--- config.mk ---
export PLATFORM = sky130hd
export DESIGN_NAME = risk_mem_arbiter
export DESIGN_NICKNAME = d
export VERILOG_FILES = /design/src/rtl/risk_mem_arbiter.sv
export SDC_FILE = /design/constraint.sdc
export NUM_CORES = 1
export LEC_CHECK = 0
export ABC_AREA = 0
export CAP_MARGIN = 5
export CORE_MARGIN = 3
export CORE_UTILIZATION = 55
export CTS_BUF_LIST = sky130_fd_sc_hd__clkbuf_2 sky130_fd_sc_hd__clkbuf_4 sky130_fd_sc_hd__clkbuf_8
export DETAILED_ROUTE_END_ITERATION = 10
export PLACE_DENSITY = 0.86
export SLEW_MARGIN = 40
export SYNTH_ARGS = -nofsm -noshare
export SYNTH_HDL_FRONTEND = slang
export SYNTH_SLANG_ARGS = --single-unit
--- constraint.sdc ---
create_clock -name clk -period 11.1 [get_ports clk]
set_input_delay 2.22 -clock clk [delete_from_list [all_inputs] [get_ports clk]]
set_output_delay 2.22 -clock clk [all_outputs]
set_load 0.005 [all_outputs]
--- src/rtl/risk_mem_arbiter.sv ---
// Pre-trade risk gate: arbitrates order and max-config requests onto a single
// client risk memory with read-modify-write of {max, accumulated} words.
module risk_mem_arbiter #(
    parameter int RD_WAIT = 4,
    parameter int WR_WAIT = 6
) (
    input  logic        clk,
    input  logic        rst_n,

    input  logic        ord_valid,
    output logic        ord_ready,
    input  logic [8:0]  ord_client,
    input  logic [15:0] ord_qty,

    input  logic        cfg_valid,
    output logic        cfg_ready,
    input  logic [8:0]  cfg_client,
    input  logic [15:0] cfg_max,

    output logic        resp_valid,
    output logic        resp_accept,
    output logic [8:0]  resp_client,

    output logic [8:0]  mem_rdindex,
    output logic        mem_we,
    output logic [31:0] mem_wdata,
    input  logic [31:0] mem_rdata,

    output logic        busy
);

    // state | meaning
    // IDLE  | arbitrating, ready raised for the granted requester
    // RD    | memory read latency, index held
    // CHECK | limit check / new word formed
    // WR    | write strobe held WR_WAIT cycles
    // RESP  | one-cycle order verdict
    typedef enum logic [2:0] {IDLE, RD, CHECK, WR, RESP} state_t;

    localparam int CNT_W = 8;
    localparam logic [CNT_W-1:0] RD_LOAD = CNT_W'(RD_WAIT - 1);
    localparam logic [CNT_W-1:0] WR_LOAD = CNT_W'(WR_WAIT - 1);

    state_t           state;
    logic [CNT_W-1:0] cnt;
    logic             is_cfg;
    logic [8:0]       client_q;
    logic [15:0]      operand_q;
    logic [31:0]      rdata_q;
    logic             last_cfg;

    logic [15:0] acc;
    logic [15:0] max_val;
    logic [16:0] sum;
    logic        ord_ok;
    logic        ord_pick;
    logic        cfg_pick;

    assign acc     = rdata_q[15:0];
    assign max_val = rdata_q[31:16];
    assign sum     = {1'b0, acc} + {1'b0, operand_q};
    assign ord_ok  = !sum[16] && (sum[15:0] <= max_val);

    // Round-robin on a tie: whoever was not granted last goes first.
    assign ord_pick = ord_valid && (!cfg_valid || last_cfg);
    assign cfg_pick = cfg_valid && (!ord_valid || !last_cfg);

    assign busy = (state != IDLE);

    always_ff @(posedge clk) begin
        if (!rst_n) begin
            state       <= IDLE;
            cnt         <= '0;
            is_cfg      <= 1'b0;
            client_q    <= '0;
            operand_q   <= '0;
            rdata_q     <= '0;
            last_cfg    <= 1'b1;
            ord_ready   <= 1'b0;
            cfg_ready   <= 1'b0;
            resp_valid  <= 1'b0;
            resp_accept <= 1'b0;
            resp_client <= '0;
            mem_rdindex <= '0;
            mem_we      <= 1'b0;
            mem_wdata   <= '0;
        end else begin
            resp_valid <= 1'b0;
            case (state)
                IDLE: begin
                    if (ord_valid && ord_ready) begin
                        is_cfg      <= 1'b0;
                        client_q    <= ord_client;
                        operand_q   <= ord_qty;
                        mem_rdindex <= ord_client;
                        last_cfg    <= 1'b0;
                        ord_ready   <= 1'b0;
                        cfg_ready   <= 1'b0;
                        cnt         <= RD_LOAD;
                        state       <= RD;
                    end else if (cfg_valid && cfg_ready) begin
                        is_cfg      <= 1'b1;
                        client_q    <= cfg_client;
                        operand_q   <= cfg_max;
                        mem_rdindex <= cfg_client;
                        last_cfg    <= 1'b1;
                        ord_ready   <= 1'b0;
                        cfg_ready   <= 1'b0;
                        cnt         <= RD_LOAD;
                        state       <= RD;
                    end else begin
                        ord_ready <= ord_pick;
                        cfg_ready <= cfg_pick;
                    end
                end
                RD: begin
                    if (cnt == '0) begin
                        rdata_q <= mem_rdata;
                        state   <= CHECK;
                    end else begin
                        cnt <= cnt - CNT_W'(1);
                    end
                end
                CHECK: begin
                    if (is_cfg) begin
                        mem_wdata <= {operand_q, acc};
                        mem_we    <= 1'b1;
                        cnt       <= WR_LOAD;
                        state     <= WR;
                    end else if (ord_ok) begin
                        mem_wdata <= {max_val, sum[15:0]};
                        mem_we    <= 1'b1;
                        cnt       <= WR_LOAD;
                        state     <= WR;
                    end else begin
                        resp_valid  <= 1'b1;
                        resp_accept <= 1'b0;
                        resp_client <= client_q;
                        state       <= RESP;
                    end
                end
                WR: begin
                    if (cnt == '0) begin
                        mem_we <= 1'b0;
                        if (is_cfg) begin
                            state <= IDLE;
                        end else begin
                            resp_valid  <= 1'b1;
                            resp_accept <= 1'b1;
                            resp_client <= client_q;
                            state       <= RESP;
                        end
                    end else begin
                        cnt <= cnt - CNT_W'(1);
                    end
                end
                RESP: begin
                    state <= IDLE;
                end
                default: begin
                    state <= IDLE;
                end
            endcase
        end
    end

endmodule

==> metrics.csv, run 1 <==
stage;metric;value;unit
outcome;outcome;completed;
routing;routed vias;6301;
layout;ANT cells;0;
global_routing;first-pass GRT wire length;30600;µm
place;DP Worst Slack;5.74;ns
layout;fillers;822;
floorplan;# rows;38;
sta;final setup fails;0;
synth;EDFF count, synth;0;
pwr;Peak VDD IR;0.201;mV
critical_path;Required @ worst endpoint;11.41;ns
floorplan;die width;114;µm
sta;fmax;183;MHz
layout;layout cells sized above 1;10.0;%
critical_path;Crit path largest cell delay;0.59;ns
routing;final wirelength;18800;µm
layout;non-filler instance count after layout;1050;
sta;minimum clock period;5.46;ns
critical_path;crit path cell chain;ha_1 -> a211oi_1 -> o21bai_1 -> o2111a_1 -> o21ai_0 -> a31oi_1 -> a21oi_1 -> xnor2_1 -> ha_1 -> nand4_2 -> or4_4 -> or3_4 -> a21o_2 -> a21oi_4 -> buf_4 -> a311oi_2;
critical_path;critical path data arrival time;5.77;ns
cts;CTS sink cnt;116;
sta;Worst Tran Pin Value;0.803;ns
synth;Synthesis Warnings;0;
global_routing;GRT Total Usage;29.1;%
pwr;power per standard cell area;268;nW/µm²
cts;clk slew on worst S/H paths;0.08;ns
sta;unrepaired setup endpoints after global routing;false;
cts;worst skew pair latency;0.46;ns
sta;Setup Skew;0.0153;ns
hold_path;Hold Crit Class;flop to flop;
critical_path;most frequent CP cell;ha_1;
cts;clock buffer depth;2;
place;dpl cells;1018;
synth;synth unique cells;63;
global_routing;initial antenna violation count;0;
cts;H-tree levels;4;
pwr;Pwr Total;2240;µW
routing;DRC violations left;0;
floorplan;core area;11100;µm²
flow_run;Max Cap Viol;0;
critical_path;worst setup path class;flop to flop;
floorplan;Top Ports;142;
global_routing;GRT Residual Overflow;0;
sta;Pins Over Slew Limit;0;
synth;sequential share of the synthesized area;36.1;%
critical_path;element type at the critical path end;flop;
cts;TritonCTS clock tree;yes;
place;GPL Wtd Cong;0.960;
routing;DRT Pass-1 Iters;5;
critical_path;CP max FO;18;
cts;Post-CTS Resized;0;
sta;Max-slew headroom;46.1;%
place;I/O Buffers;141;
cts;setup bufs post-CTS;0;
floorplan;initial core utilization;57.8;%
critical_path;r2r setup slk;5.64;ns
cts;total CTS buffers;17;
sta;worst setup margin;5.64;ns
routing;Vias per Instance;6.00;
layout;most common cell after layout, fill and taps aside;nand2_1;
pwr;leak pwr;0.00307;µW
floorplan;Die Y;114;µm
synth;Mapped Area;6430;µm²
layout;Final #Nets;1018;
layout;area delta synth->final;30.0;%
synth;Post-Syn Instances;779;
synth;Avg Cell Area, Syn;8.26;µm²
sta;final setup TNS;0;ns
routing;1st-iter DRT viols;543;
synth;Synth Register Bits;116;
critical_path;CP Launch Type;flop;
place;DP HPWL;13500;µm
cts;Clock Tree Root;clkbuf_8;
critical_path;Buf+Inv Stages, Crit Path;1;
cts;Hold Buf Count CTS;0;
synth;top_reg_cell synth;dfxtp_1;
critical_path;kind of cell adding the most delay to the critical path;compound AO/OA/AOI/OAI gates;
synth;syn nets;900;
routing;DR WL/cell;17.9;µm
floorplan;Die Footprint;13000;µm²
synth;async set or reset register ratio after synthesis;0;%
global_routing;via count of the first global-routing pass;6363;
sta;Final Hold Fails;0;
critical_path;CP max stage cell;or4_4;
sta;final worst-path cycle share;49.2;%
layout;commonest non-fill, non-tap cells in the layout;nand2_1, clkdlybuf4s50_1, dfxtp_1;
global_routing;largest net degree at the start of global routing;91;
routing;Final ANT Viol Nets;0;
==> worst paths after layout <==
kind             startpoint              to  cells past startpoint
min          resp_client[5]  resp_client[5]                      2
min reg2reg  resp_client[5]  resp_client[5]                      2
max            operand_q[1]    mem_wdata[5]                     16
max reg2reg    operand_q[1]    mem_wdata[5]                     16
==> layer usage <==
metal	global-route usage [%]	share of wire, %	vias up
met1	35.5	41	2980
met5	0	0	-
met2	49.1	49	241
li1	-	-	3024
met3	5.87	6.3	56
met4	14.2	3.5	0
==> flip-flops by register name (all words and copies together) (netlist names) <==
signal and count:
ord_ready 1, resp_accept 1, mem_we 1, cfg_ready 1
resp_valid 1, state 3, resp_client 9, rdata_q 32
last_cfg 1, cnt 8, client_q 9, is_cfg 1
operand_q 16, mem_wdata 32
==> report_power, final <==
group / internal (µW) / total, µW / leakage (µW) / switching, µW
clock network: 283 / 457 / 0.000242 / 174
logic: 501 / 1150 / 0.00188 / 646
registers: 532 / 635 / 0.000940 / 103
total: 1320 / 2240 / 0.00307 / 923
==> area by class of cell <==
| cell class | instances | area [µm²] | area share, % |
|---|---|---|---|
| tap | 140 | 175 | 2.09 |
| clock inverter | 8 | 144 | 1.72 |
| clock buffer | 24 | 324 | 3.87 |
| multi-input combinational | 578 | 3770 | 45.1 |
| timing repair buffer | 152 | 1510 | 18.0 |
| sequential | 116 | 2320 | 27.8 |
| inverter | 32 | 121 | 1.45 |
==> cells in the mapped netlist (all sizes together) (2+ instances only) <==
| library cell | number | area [µm²] |
|---|---|---|
| nand2 | 143 | 537 |
| dfxtp | 116 | 2320 |
| a21oi | 70 | 358 |
| nor2 | 49 | 184 |
| nor3 | 41 | 210 |
| clkbuf | 37 | 139 |
| ha | 34 | 425 |
| mux2i | 34 | 340 |
| a311oi | 33 | 333 |
| inv | 32 | 120 |
| nand3 | 30 | 150 |
| a211oi | 28 | 328 |
| o21ai | 19 | 95.1 |
| buf | 16 | 114 |
| xnor2 | 12 | 105 |
| a21o | 8 | 61.3 |
| nor3b | 6 | 45.0 |
| o21a | 6 | 45.0 |
| and2 | 5 | 31.3 |
| nand2b | 5 | 31.3 |
| or3 | 5 | 36.3 |
| a31oi | 4 | 25.0 |
| nand4 | 4 | 31.3 |
| or4 | 4 | 33.8 |
| a211o | 3 | 26.3 |
| nor2b | 3 | 18.8 |
| nor4 | 3 | 18.8 |
| o31ai | 3 | 22.5 |
| a41o | 2 | 21.3 |
| nand3b | 2 | 15.0 |
| o211a | 2 | 20.0 |
| o211ai | 2 | 15.0 |
==> worst reg2reg max path, delay by kind of cell (launching register included) <==
family                   cells  cell delay, ns
flip-flops                   1            0.44
buffers and inverters        1            0.42
AO/OA/AOI/OAI                9            2.55
adder cells (fa/ha/maj)      2            0.62
AND/OR/NAND/NOR              3            1.19
XOR/XNOR                     1            0.09
==> cell families after synthesis <==
logic type | after synthesis | share of synthesized area [%]
simple gates | 305 | 21.5
compound gates | 192 | 22.8
flops | 116 | 36.1
buf+inv | 85 | 5.79
fa+ha+maj | 35 | 6.92
mux | 34 | 5.29
xor+xnor | 12 | 1.63
==> per-stage QoR <==
step                hold WS (ns)  area, µm²  util (%)
CTS                        0.461       8370      75.2
detailed placement         0.450       7900      71.0
floorplan                  0.444       6430         -
finish                     0.457       8370      75.2
global route               0.489       8370      75.2
global placement           0.444       7870      70.7
(Power assumes the default switching activity.)
==> inputs of run 2 (changes only) <==
Settings changed: CORE_UTILIZATION 55 to 53, PLACE_DENSITY 0.86 to 0.83.
Clock period 11.1 ns to 5.2 ns, I/O delays scaled along.
==> metrics.csv, run 2 (synthesized netlist as in run 1, its figures left out) <==
stage;metric;value;unit
outcome;outcome;completed;
layout;layout cells sized above 1;9.98;%
place;I/O Buffers;141;
routing;Final ANT Viol Nets;0;
critical_path;R2R depth;17;
cts;CTS sink cnt;116;
cts;setup bufs post-CTS;0;
sta;final setup TNS;0;ns
critical_path;worst setup path class;flop to flop;
floorplan;core area;11700;µm²
layout;Final #Nets;1021;
cts;total CTS buffers;17;
critical_path;Buf+Inv Stages, Crit Path;1;
floorplan;Die Y;116;µm
layout;ANT cells;0;
hold_path;Hold Crit Class;flop to flop;
critical_path;terminus of the critical flop-to-flop path;resp_client[5];
critical_path;CP Launch Type;flop;
pwr;power per standard cell area;562;nW/µm²
sta;Setup Skew;0.0127;ns
pwr;leak pwr;0.00305;µW
critical_path;crit path cell chain;ha_1 -> a211oi_1 -> o21bai_1 -> o2111a_1 -> o21ai_0 -> a31oi_1 -> a21oi_1 -> xnor2_1 -> ha_1 -> nand4_2 -> or4_4 -> a21oi_1 -> a211o_1 -> a21oi_1 -> a21oi_1 -> buf_4 -> mux2i_1;
cts;TritonCTS clock tree;yes;
routing;1st-iter DRT viols;533;
layout;post-layout util;71.5;%
floorplan;# rows;39;
floorplan;Die Footprint;13500;µm²
cts;worst skew pair latency;0.45;ns
critical_path;CP max FO;6;
sta;final setup fails;0;
routing;top layer in use;met4;
sta;Worst Tran Pin Value;0.839;ns
cts;clock buffer depth;2;
cts;clk slew on worst S/H paths;0.07;ns
routing;Vias per Instance;5.97;
critical_path;most frequent CP cell;a21oi_1;
layout;non-filler instance count after layout;1055;
critical_path;Reg-to-Reg Start;operand_q[1];
critical_path;Critical path origin;operand_q[1];
sta;Pins Over Slew Limit;0;
place;DP HPWL;13700;µm
cts;H-tree levels;4;
routing;met2 WL;9200;µm
place;dpl cells;1024;
sta;minimum clock period;4.87;ns
routing;met1 WL;8030;µm
layout;most common cell after layout, fill and taps aside;nand2_1;
layout;post-route cell area;8340;µm²
layout;area delta synth->final;29.6;%
critical_path;CP max stage cell;or4_4;
critical_path;element type at the critical path end;flop;
sta;Max-slew headroom;44.1;%
pwr;Peak VDD IR;0.338;mV
sta;fmax;205;MHz
layout;Storage cell area;2320;µm²
global_routing;GRT Residual Overflow;0;
global_routing;GRT Total Usage;28.9;%
critical_path;CP Capture Point;resp_client[5];
cts;Post-CTS Resized;0;
critical_path;critical path data arrival time;5.25;ns
global_routing;initial antenna violation count;0;
routing;DRC violations left;0;
routing;DRT Pass-1 Iters;5;
layout;multi-input logic area;3770;µm²
floorplan;Top Ports;142;
routing;routed vias;6296;
floorplan;initial core utilization;55.2;%
sta;Final Hold Fails;0;
routing;met3 WL;1410;µm
sta;unrepaired setup endpoints after global routing;false;
cts;Clock Tree Root;clkbuf_8;
global_routing;via count of the first global-routing pass;6235;
sta;final worst-path cycle share;93.6;%
cts;Hold Buf Count CTS;0;
layout;top flop regs;mem_wdata (32), rdata_q (32), operand_q (16);
routing;final wirelength;19100;µm
flow_run;Max Cap Viol;0;
critical_path;Crit path largest cell delay;0.58;ns
global_routing;largest net degree at the start of global routing;95;
layout;fillers;933;
critical_path;Required @ worst endpoint;5.58;ns
routing;DR WL/cell;18.2;µm
global_routing;first-pass GRT wire length;30500;µm
critical_path;kind of cell adding the most delay to the critical path;compound AO/OA/AOI/OAI gates;
floorplan;die width;116;µm
critical_path;instance count on the critical path;17;
place;GPL Wtd Cong;0.887;
place;Placed Area;7910;µm²
layout;commonest non-fill, non-tap cells in the layout;nand2_1, clkdlybuf4s50_1, dfxtp_1;
critical_path;r2r setup slk;0.33;ns
-- run 2: changes by cell type in the layout (fill, tap and decap cells not counted), moves of 2 or more --
cell	delta
clkinvlp_4	+2
buf_8	-2
buf_4	+5
clkbuf_8	-2
-- run 2: worst min-delay path by stage --
stage	from	end	slack, ns	depth (start not counted)
floorplan	rdata_q[11]	rdata_q[11]	0.44	2
global placement	resp_client[5]	resp_client[5]	0.44	2
detailed placement	resp_client[8]	resp_client[8]	0.45	2
CTS	resp_client[3]	resp_client[3]	0.46	2
global route	resp_client[8]	resp_client[8]	0.49	2
finish	resp_client[3]	resp_client[3]	0.46	2
-- run 2: power breakdown --
| group | total [µW] | leakage, µW | switching, µW | internal, µW |
|---|---|---|---|---|
| Sequential | 1380 | 0.000941 | 245 | 1140 |
| Combinational | 2410 | 0.00189 | 1340 | 1070 |
| Clock | 898 | 0.000215 | 366 | 532 |
| Total | 4690 | 0.00305 | 1950 | 2740 |
-- run 2: final cells by class --
type | instances | share of cell area, %
clock buffer | 23 | 3.65
clock inverter | 8 | 1.49
sequential | 116 | 27.9
tap | 143 | 2.15
multi-input combinational | 578 | 45.2
timing repair buffer | 155 | 18.2
inverter | 32 | 1.46
-- run 2: per-layer routing --
layer,global-route usage [%],up-vias
met4,11.7,0
met5,0,-
met1,35.6,2991
li1,-,3023
met2,47.4,246
met3,8.81,36
-- run 2: worst reg2reg max path, cell delays in order (launching register included) --
cell and delay, ns:
dfxtp_1 0.35, ha_1 0.31, a211oi_1 0.25, o21bai_1 0.14, o2111a_1 0.28, o21ai_0 0.38, a31oi_1 0.22, a21oi_1 0.23
xnor2_1 0.09, ha_1 0.32, nand4_2 0.16, or4_4 0.58, a21oi_1 0.16, a211o_1 0.21, a21oi_1 0.13, a21oi_1 0.49
buf_4 0.28, mux2i_1 0.20
-- run 2: through the flow --
step / total power (µW) / setup slack [ns] / hold slack (ns)
global placement: 3690 / 0.575 / 0.442
global route: 5020 / 0.00294 / 0.491
detailed placement: 3770 / 0.425 / 0.450
floorplan: 2960 / 0.999 / 0.444
finish: 4690 / 0.330 / 0.460
CTS: 4690 / 0.372 / 0.464
